**src/rtl/matmul_bt_operand_streamer_if.sv**
```systemverilog
// Operand-pair stream from the transposed-B operand streamer to the MAC datapath.
// The master drives the beat fields and valid; the slave drives ready.
interface matmul_bt_operand_streamer_if #(
  parameter int DATA_W = 32,
  parameter int DIM_W  = 8
);
  logic              valid_out;
  logic              ready_in;
  logic [DATA_W-1:0] data_a;
  logic [DATA_W-1:0] data_b;
  logic              last_k;
  logic [DIM_W-1:0]  out_row;
  logic [DIM_W-1:0]  out_col;

  modport master (
    output valid_out, data_a, data_b, last_k, out_row, out_col,
    input  ready_in
  );

  modport slave (
    input  valid_out, data_a, data_b, last_k, out_row, out_col,
    output ready_in
  );
endinterface

```
**src/rtl/matmul_bt_operand_streamer.sv**
```systemverilog
// Streams (A[i][k], B[j][k]) operand pairs in i/j/k dot-product order from two
// synchronous-read memories through a credit-guarded 2-entry output FIFO.
module matmul_bt_operand_streamer #(
  parameter int DATA_W = 32,
  parameter int ADDR_W = 16,
  parameter int DIM_W  = 8
) (
  input  logic                         clk,
  input  logic                         rst_n,
  input  logic                         start_i,
  input  logic [DIM_W-1:0]             dim_m_i,
  input  logic [DIM_W-1:0]             dim_n_i,
  input  logic [DIM_W-1:0]             dim_k_i,
  output logic                         busy_o,
  output logic                         done_o,
  output logic                         a_rd_en_o,
  output logic                         b_rd_en_o,
  output logic [ADDR_W-1:0]            a_rd_addr_o,
  output logic [ADDR_W-1:0]            b_rd_addr_o,
  input  logic [DATA_W-1:0]            a_rd_data_i,
  input  logic [DATA_W-1:0]            b_rd_data_i,
  matmul_bt_operand_streamer_if.master out_if
);

  typedef enum logic [1:0] {IDLE, ISSUE, DRAIN, DONE} state_e;

  typedef struct packed {
    logic             last;
    logic [DIM_W-1:0] row;
    logic [DIM_W-1:0] col;
  } tag_t;

  typedef struct packed {
    logic [DATA_W-1:0] a;
    logic [DATA_W-1:0] b;
    tag_t              tag;
  } beat_t;

  localparam logic [DIM_W-1:0] DIM_ONE = DIM_W'(1);

  state_e            state_q;
  logic              busy_q;
  logic              done_q;
  logic [DIM_W-1:0]  m_q, n_q, k_q;
  logic [DIM_W-1:0]  i_q, j_q, kk_q;
  logic [ADDR_W-1:0] a_base_q, b_base_q;
  logic              rd_en_q;
  logic [ADDR_W-1:0] a_addr_q, b_addr_q;
  tag_t              iss_tag_q;
  logic              land_q;
  tag_t              land_tag_q;
  beat_t             slot_q [2];
  logic              wr_ptr_q, rd_ptr_q;
  logic [1:0]        cnt_q;

  logic              idle;
  logic [DIM_W-1:0]  cur_m, cur_n, cur_k, cur_i, cur_j, cur_kk;
  logic [ADDR_W-1:0] cur_a_base, cur_b_base;
  logic              dims_zero, k_wrap, j_wrap, is_final;
  beat_t             land_beat, head_beat;
  logic              head_valid, pop, slot_pop, land_store;
  logic [1:0]        cnt_d;
  logic              can_issue, do_issue, drain_empty;

  // In IDLE the first read is issued straight from the incoming dims.
  assign idle       = (state_q == IDLE);
  assign cur_m      = idle ? dim_m_i : m_q;
  assign cur_n      = idle ? dim_n_i : n_q;
  assign cur_k      = idle ? dim_k_i : k_q;
  assign cur_i      = idle ? '0 : i_q;
  assign cur_j      = idle ? '0 : j_q;
  assign cur_kk     = idle ? '0 : kk_q;
  assign cur_a_base = idle ? '0 : a_base_q;
  assign cur_b_base = idle ? '0 : b_base_q;

  assign dims_zero = (dim_m_i == '0) || (dim_n_i == '0) || (dim_k_i == '0);
  assign k_wrap    = (cur_kk == cur_k - DIM_ONE);
  assign j_wrap    = (cur_j == cur_n - DIM_ONE);
  assign is_final  = k_wrap && j_wrap && (cur_i == cur_m - DIM_ONE);

  // Landing read data is forwarded as the head when the FIFO is empty.
  assign land_beat  = '{a: a_rd_data_i, b: b_rd_data_i, tag: land_tag_q};
  assign head_valid = (cnt_q != 2'd0) || land_q;

  always_comb begin
    head_beat = '0;
    if (cnt_q != 2'd0) begin
      head_beat = slot_q[rd_ptr_q];
    end else if (land_q) begin
      head_beat = land_beat;
    end
  end

  assign pop        = head_valid && out_if.ready_in;
  assign slot_pop   = pop && (cnt_q != 2'd0);
  assign land_store = land_q && !(pop && (cnt_q == 2'd0));
  assign cnt_d      = cnt_q + 2'(land_store) - 2'(slot_pop);

  // Stored + landing-next + issuing-next must never exceed the two slots.
  assign can_issue   = (3'(cnt_d) + 3'(rd_en_q)) < 3'd2;
  assign do_issue    = (idle && start_i && !dims_zero) || ((state_q == ISSUE) && can_issue);
  assign drain_empty = (cnt_d == 2'd0) && !rd_en_q;

  always_ff @(posedge clk or negedge rst_n) begin
    if (!rst_n) begin
      state_q    <= IDLE;
      busy_q     <= 1'b0;
      done_q     <= 1'b0;
      m_q        <= '0;
      n_q        <= '0;
      k_q        <= '0;
      i_q        <= '0;
      j_q        <= '0;
      kk_q       <= '0;
      a_base_q   <= '0;
      b_base_q   <= '0;
      rd_en_q    <= 1'b0;
      a_addr_q   <= '0;
      b_addr_q   <= '0;
      iss_tag_q  <= '0;
      land_q     <= 1'b0;
      land_tag_q <= '0;
      wr_ptr_q   <= 1'b0;
      rd_ptr_q   <= 1'b0;
      cnt_q      <= 2'd0;
    end else begin
      done_q     <= 1'b0;
      rd_en_q    <= do_issue;
      land_q     <= rd_en_q;
      land_tag_q <= iss_tag_q;
      cnt_q      <= cnt_d;
      if (land_store) wr_ptr_q <= ~wr_ptr_q;
      if (slot_pop)   rd_ptr_q <= ~rd_ptr_q;

      if (do_issue) begin
        a_addr_q  <= cur_a_base + ADDR_W'(cur_kk);
        b_addr_q  <= cur_b_base + ADDR_W'(cur_kk);
        iss_tag_q <= '{last: k_wrap, row: cur_i, col: cur_j};
        i_q       <= cur_i;
        j_q       <= cur_j;
        a_base_q  <= cur_a_base;
        b_base_q  <= cur_b_base;
        if (k_wrap) begin
          kk_q <= '0;
          if (j_wrap) begin
            j_q      <= '0;
            b_base_q <= '0;
            i_q      <= cur_i + DIM_ONE;
            a_base_q <= cur_a_base + ADDR_W'(cur_k);
          end else begin
            j_q      <= cur_j + DIM_ONE;
            b_base_q <= cur_b_base + ADDR_W'(cur_k);
          end
        end else begin
          kk_q <= cur_kk + DIM_ONE;
        end
      end

      case (state_q)
        IDLE: begin
          if (start_i) begin
            m_q    <= dim_m_i;
            n_q    <= dim_n_i;
            k_q    <= dim_k_i;
            busy_q <= 1'b1;
            if (dims_zero) begin
              state_q <= DONE;
              done_q  <= 1'b1;
            end else begin
              state_q <= is_final ? DRAIN : ISSUE;
            end
          end
        end
        ISSUE: begin
          if (do_issue && is_final) state_q <= DRAIN;
        end
        DRAIN: begin
          if (drain_empty) begin
            state_q <= DONE;
            done_q  <= 1'b1;
          end
        end
        DONE: begin
          state_q <= IDLE;
          busy_q  <= 1'b0;
        end
        default: state_q <= IDLE;
      endcase
    end
  end

  always_ff @(posedge clk or negedge rst_n) begin
    if (!rst_n) begin
      for (int s = 0; s < 2; s++) slot_q[s] <= '0;
    end else if (land_store) begin
      slot_q[wr_ptr_q] <= land_beat;
    end
  end

  assign busy_o      = busy_q;
  assign done_o      = done_q;
  assign a_rd_en_o   = rd_en_q;
  assign b_rd_en_o   = rd_en_q;
  assign a_rd_addr_o = a_addr_q;
  assign b_rd_addr_o = b_addr_q;

  assign out_if.valid_out = head_valid;
  assign out_if.data_a    = head_beat.a;
  assign out_if.data_b    = head_beat.b;
  assign out_if.last_k    = head_beat.tag.last;
  assign out_if.out_row   = head_beat.tag.row;
  assign out_if.out_col   = head_beat.tag.col;

endmodule

```
**src/flat_wrapper.sv**
```systemverilog
// flat-port wrapper written by rule: the top's interface ports become plain ports
module matmul_bt_operand_streamer_flat 
#(
  parameter int DATA_W = 32,
  parameter int ADDR_W = 16,
  parameter int DIM_W  = 8
)
  (clk, rst_n, start_i, dim_m_i, dim_n_i, dim_k_i, busy_o, done_o, a_rd_en_o, b_rd_en_o, a_rd_addr_o, b_rd_addr_o, a_rd_data_i, b_rd_data_i, out_if_valid_out, out_if_data_a, out_if_data_b, out_if_last_k, out_if_out_row, out_if_out_col, out_if_ready_in);
  matmul_bt_operand_streamer_if #(.DATA_W(DATA_W), .DIM_W(DIM_W)) out_if_i ();
  input  logic clk;
  input  logic rst_n;
  input  logic start_i;
  input  logic [DIM_W-1:0] dim_m_i;
  input  logic [DIM_W-1:0] dim_n_i;
  input  logic [DIM_W-1:0] dim_k_i;
  output logic busy_o;
  output logic done_o;
  output logic a_rd_en_o;
  output logic b_rd_en_o;
  output logic [ADDR_W-1:0] a_rd_addr_o;
  output logic [ADDR_W-1:0] b_rd_addr_o;
  input  logic [DATA_W-1:0] a_rd_data_i;
  input  logic [DATA_W-1:0] b_rd_data_i;
  output wire logic [$bits(out_if_i.valid_out)-1:0] out_if_valid_out;
  output wire logic [$bits(out_if_i.data_a)-1:0] out_if_data_a;
  output wire logic [$bits(out_if_i.data_b)-1:0] out_if_data_b;
  output wire logic [$bits(out_if_i.last_k)-1:0] out_if_last_k;
  output wire logic [$bits(out_if_i.out_row)-1:0] out_if_out_row;
  output wire logic [$bits(out_if_i.out_col)-1:0] out_if_out_col;
  input wire logic [$bits(out_if_i.ready_in)-1:0] out_if_ready_in;
  assign out_if_valid_out = out_if_i.valid_out;
  assign out_if_data_a = out_if_i.data_a;
  assign out_if_data_b = out_if_i.data_b;
  assign out_if_last_k = out_if_i.last_k;
  assign out_if_out_row = out_if_i.out_row;
  assign out_if_out_col = out_if_i.out_col;
  assign out_if_i.ready_in = out_if_ready_in;
  matmul_bt_operand_streamer #(.DATA_W(DATA_W), .ADDR_W(ADDR_W), .DIM_W(DIM_W)) u_core (.clk(clk), .rst_n(rst_n), .start_i(start_i), .dim_m_i(dim_m_i), .dim_n_i(dim_n_i), .dim_k_i(dim_k_i), .busy_o(busy_o), .done_o(done_o), .a_rd_en_o(a_rd_en_o), .b_rd_en_o(b_rd_en_o), .a_rd_addr_o(a_rd_addr_o), .b_rd_addr_o(b_rd_addr_o), .a_rd_data_i(a_rd_data_i), .b_rd_data_i(b_rd_data_i), .out_if(out_if_i));
endmodule
```
**config.mk**
```make
export PLATFORM = sky130hd
export DESIGN_NAME = matmul_bt_operand_streamer_flat
export DESIGN_NICKNAME = d
export VERILOG_FILES = /design/src/rtl/matmul_bt_operand_streamer_if.sv /design/src/rtl/matmul_bt_operand_streamer.sv /design/src/flat_wrapper.sv
export SDC_FILE = /design/constraint.sdc
export NUM_CORES = 1
export LEC_CHECK = 0
export CORE_UTILIZATION = 35
export CTS_CLUSTER_SIZE = 40
export DETAILED_ROUTE_END_ITERATION = 12
export HOLD_SLACK_MARGIN = 0.15
export SLEW_MARGIN = 10
export SYNTH_ARGS = -nofsm -noshare
export SYNTH_HDL_FRONTEND = slang
export SYNTH_SLANG_ARGS = --single-unit
export TNS_END_PERCENT = 30
```
**constraint.sdc**
```tcl
create_clock -name clk -period 5.9 [get_ports clk]
set_input_delay 1.18 -clock clk [delete_from_list [all_inputs] [get_ports clk]]
set_output_delay 1.18 -clock clk [all_outputs]
set_load 0.03 [all_outputs]
```
==> results.json <==
{
  "cts.repair.resized": 0,
  "die_w_microns": 223,
  "antenna_cells": 0,
  "finalNetCount": 1949,
  "hold_viol_final": 0,
  "gp_congestion": 0.852,
  "postCtsHoldBufs": 0,
  "postCtsSetupBuffers": 0,
  "cts_tree": "done",
  "dpl_cell_area_sq_um": 19800,
  "crit_fanout": 120,
  "grt_overflow": 0,
  "cap_violations": 0,
  "ir_worst_vdd_uv": 288,
  "ys.flop_type": "dfrtp_1",
  "maxSlewHeadroom_pct": 21.0,
  "worst_path_largest_cell_delay_ps": 870,
  "syn_area_sq_um": 17000,
  "drc": 0,
  "clk-insertion-delay-late_ps": 550,
  "path_clk_slew_ps": 60,
  "drv_slew": 0,
  "dr.pass1.iters": 5,
  "cp_num_buf_inv": 3,
  "grt_max_degree": 121,
  "powerDensity_nw_per_um2": 552,
  "drtAntennaViolNets": 0,
  "syn_avg_cell_area_sq_um": 10.4,
  "stdcell_area_sq_um": 21000,
  "max_freq_ghz": 0.215,
  "syn_nets": 1774,
  "gr-usage-all-layers_pct": 18.0,
  "grt_first_pass_wirelength_microns": 71500,
  "cts_buffer_depth": 3,
  "fill_cells": 4602,
  "worstSetupPathType": "reg -> out",
  "antenna_found_initial": 2,
  "htreeDepth": 2,
  "drive_gt1_share_pct": 15.7,
  "multi_input_area_sq_um": 8640,
  "fin_crit_sh_pct": 78.7,
  "fin_skew_ps": 16.5,
  "setup_violations": 0,
  "cp.arrival_ps": 3470,
  "synth_top_cell_area_share_pct": 46.7,
  "hp-class": "reg -> reg",
  "port_buffers": 209,
  "rsz0062_at_grt": "false",
  "die-area_sq_um": 49600,
  "wirelength_microns": 44700,
  "io_pins": 210,
  "critPathTopFamily": "buffers and inverters",
  "async_reset_ff_share_pct": 100,
  "yosysWarnings": 0,
  "cp_common_cell": "buf_4",
  "status": "finished, final reports clean",
  "leakage_nw": 9.04,
  "yosys-top-cells-area": "dfrtp_1, mux2_2, mux2i_1",
  "grt_pass1_vias": 12900,
  "ys_types": 67,
  "worst_setup_path_end_kind": "primary output",
  "period_needed_ps": 4650,
  "seq_area_frac_synth_pct": 46.7,
  "die_height_microns": 223,
  "numCtsBuffers": 38,
  "yosys.area.top_type": "dfrtp_1",
  "cp_slowest_cell": "buf_4",
  "start_util_pct": 35.6,
  "wire_per_inst_microns": 18.3,
  "crit_required_ps": 4720,
  "cts_sinks": 318,
  "clockRootBuffer": "clkbuf_16",
  "ff_latch_area_sq_um": 7960,
  "path_cells": "nor2_4 -> buf_4 -> buf_4 -> nand3_1 -> o21ai_0 -> clkdlybuf4s50_1",
  "via_per_inst": 5.27,
  "ys_ff_latch": 318,
  "rows": 80,
  "synth_edf_count": 0,
  "drt_iter0_drc": 847,
  "start_kind": "flop",
  "area_growth_pct": 23.2,
  "vias": 12900,
  "coreArea_sq_um": 47800,
  "syn_inst": 1634,
  "setup_tns_ps": 0,
  "worstMarginPinSlew_ps": 1190,
  "dp_hpwl_microns": 30300
}
[power breakdown]
part	internal, W	leakage [nW]	switching, W
logic	0.00250	4.44	0.00329
registers	0.00293	4.02	0.000585
clock network	0.00133	0.588	0.000945
total	0.00677	9.04	0.00482
[layout make-up]
type	count	area share, %
repair buffers	231	10.9
inverters	35	0.626
multi-input cells	1185	41.1
clock buffers	53	5.13
well taps	615	3.67
clock inverters	13	0.608
flip-flops and latches	318	37.9
[logic make-up after synthesis]
logic type               synth area share, %
AO/OA/AOI/OAI                           9.98
XOR/XNOR                                4.42
adder cells (fa/ha/maj)                 3.70
buffers and inverters                   2.97
flip-flops                              46.7
multiplexers                            18.5
AND/OR/NAND/NOR                         13.7
[placed cells by master (no fill, tap or decap), types with 7 or more instances in the layout]
| cell type | Yosys | final |
|---|---|---|
| o21ai_0 | 153 | 153 |
| xnor2_1 | 49 | 49 |
| a21o_1 | 11 | 11 |
| dfrtp_1 | 318 | 316 |
| nand2_1 | 137 | 136 |
| clkdlybuf4s50_1 | 0 | 208 |
| clkbuf_8 | 0 | 7 |
| mux2i_1 | 104 | 104 |
| nor2_1 | 59 | 58 |
| inv_1 | 33 | 33 |
| a21oi_1 | 44 | 44 |
| clkbuf_1 | 64 | 8 |
| xor2_1 | 37 | 37 |
| ha_1 | 44 | 43 |
| and3_1 | 15 | 15 |
| a22o_1 | 18 | 18 |
| buf_4 | 2 | 20 |
| mux2_2 | 188 | 188 |
| or4_1 | 9 | 9 |
| nand3_1 | 125 | 125 |
| clkbuf_16 | 0 | 38 |
| a31oi_1 | 7 | 7 |
| nor2b_1 | 42 | 41 |
| o31ai_1 | 9 | 9 |
| or3_1 | 10 | 10 |
| nor3_1 | 27 | 27 |
| nor4_1 | 8 | 8 |
| nand2b_1 | 7 | 7 |
[cells in the mapped netlist (all sizes together), types with 4 or more instances]
cell type  number
a21boi          7
a21o           11
a21oi          44
a22o           18
a31oi           7
and2            4
and3           15
buf            32
clkbuf         64
dfrtp         318
fa              4
ha             44
inv            35
mux2          188
mux2i         104
nand2         137
nand2b          7
nand3         125
nand4           6
nor2           59
nor2b          42
nor3           27
nor3b           5
nor4            8
o21ai         157
o31ai           9
or2             4
or3            10
or3b            4
or4             9
xnor2          49
xor2           37
[routing by layer]
| layer | vias to the layer above | GRT usage (%) | share of wire (%) |
|---|---|---|---|
| met5 | - | 0 | 0.060 |
| met4 | 4 | 4.74 | 2.0 |
| met3 | 69 | 3.97 | 5.4 |
| met2 | 298 | 28.5 | 45 |
| met1 | 6368 | 24.9 | 47 |
| li1 | 6180 | - | - |
[path summary, 6_finish.rpt]
kind / startpoint / cells past startpoint / slack, ps / to
min in group asynchronous: rst_n / 1 / 660 / u_core.slot_q[65]$_DFFE_PN0P_
max in group asynchronous: rst_n / 2 / 3860 / u_core.slot_q[85]$_DFFE_PN0P_
min reg2reg: u_core.iss_tag_q[8]$_DFFE_PN0N_ / 0 / 370 / u_core.land_beat[8]$_DFF_PN0_
max reg2reg: u_core.state_q[0]$_DFFE_PN0P_ / 14 / 1400 / u_core.b_base_q[12]$_DFFE_PN0N_
min: u_core.iss_tag_q[8]$_DFFE_PN0N_ / 0 / 370 / u_core.land_beat[8]$_DFF_PN0_
max: u_core.cnt_q[0]$_DFF_PN0_ / 6 / 1250 / out_if_data_a[11]
[flip-flops by register name, summed over array words and instances (netlist names), 16 cells and up]
| name | cells |
|---|---|
| u_core.slot_q | 162 |
| u_core.iss_tag_q | 17 |
| u_core.land_beat | 17 |
| u_core.a_base_q | 16 |
| u_core.a_rd_addr_o | 16 |
| u_core.b_base_q | 16 |
| u_core.b_rd_addr_o | 16 |
[metrics by stage]
step	worst slack (ps)	std cells	hold WS (ps)	utilization [%]	power, W
final	1250	2450	367	43.9	0.0116
after global routing	950	2450	380	43.9	0.0123
after CTS	1180	2450	367	43.9	0.0117
after detailed placement	1080	2384	366	41.4	0.00939
after global placement	1100	2384	362	41.4	0.00926
after floorplan	896	1634	350	-	0.00734
[worst register-to-register path, cell delays in order (launching register included)]
cell and delay (ps):
dfrtp_1 410, inv_1 180, ha_4 580, buf_4 540, nor2b_1 150, ha_1 260, fa_1 410, a21oi_1 210
o21ai_0 180, or4_1 450, a21oi_1 450, nor2_1 170, nand4_1 150, mux2i_1 180, o21ai_0 90
Power figures use the tool's default switching activity.
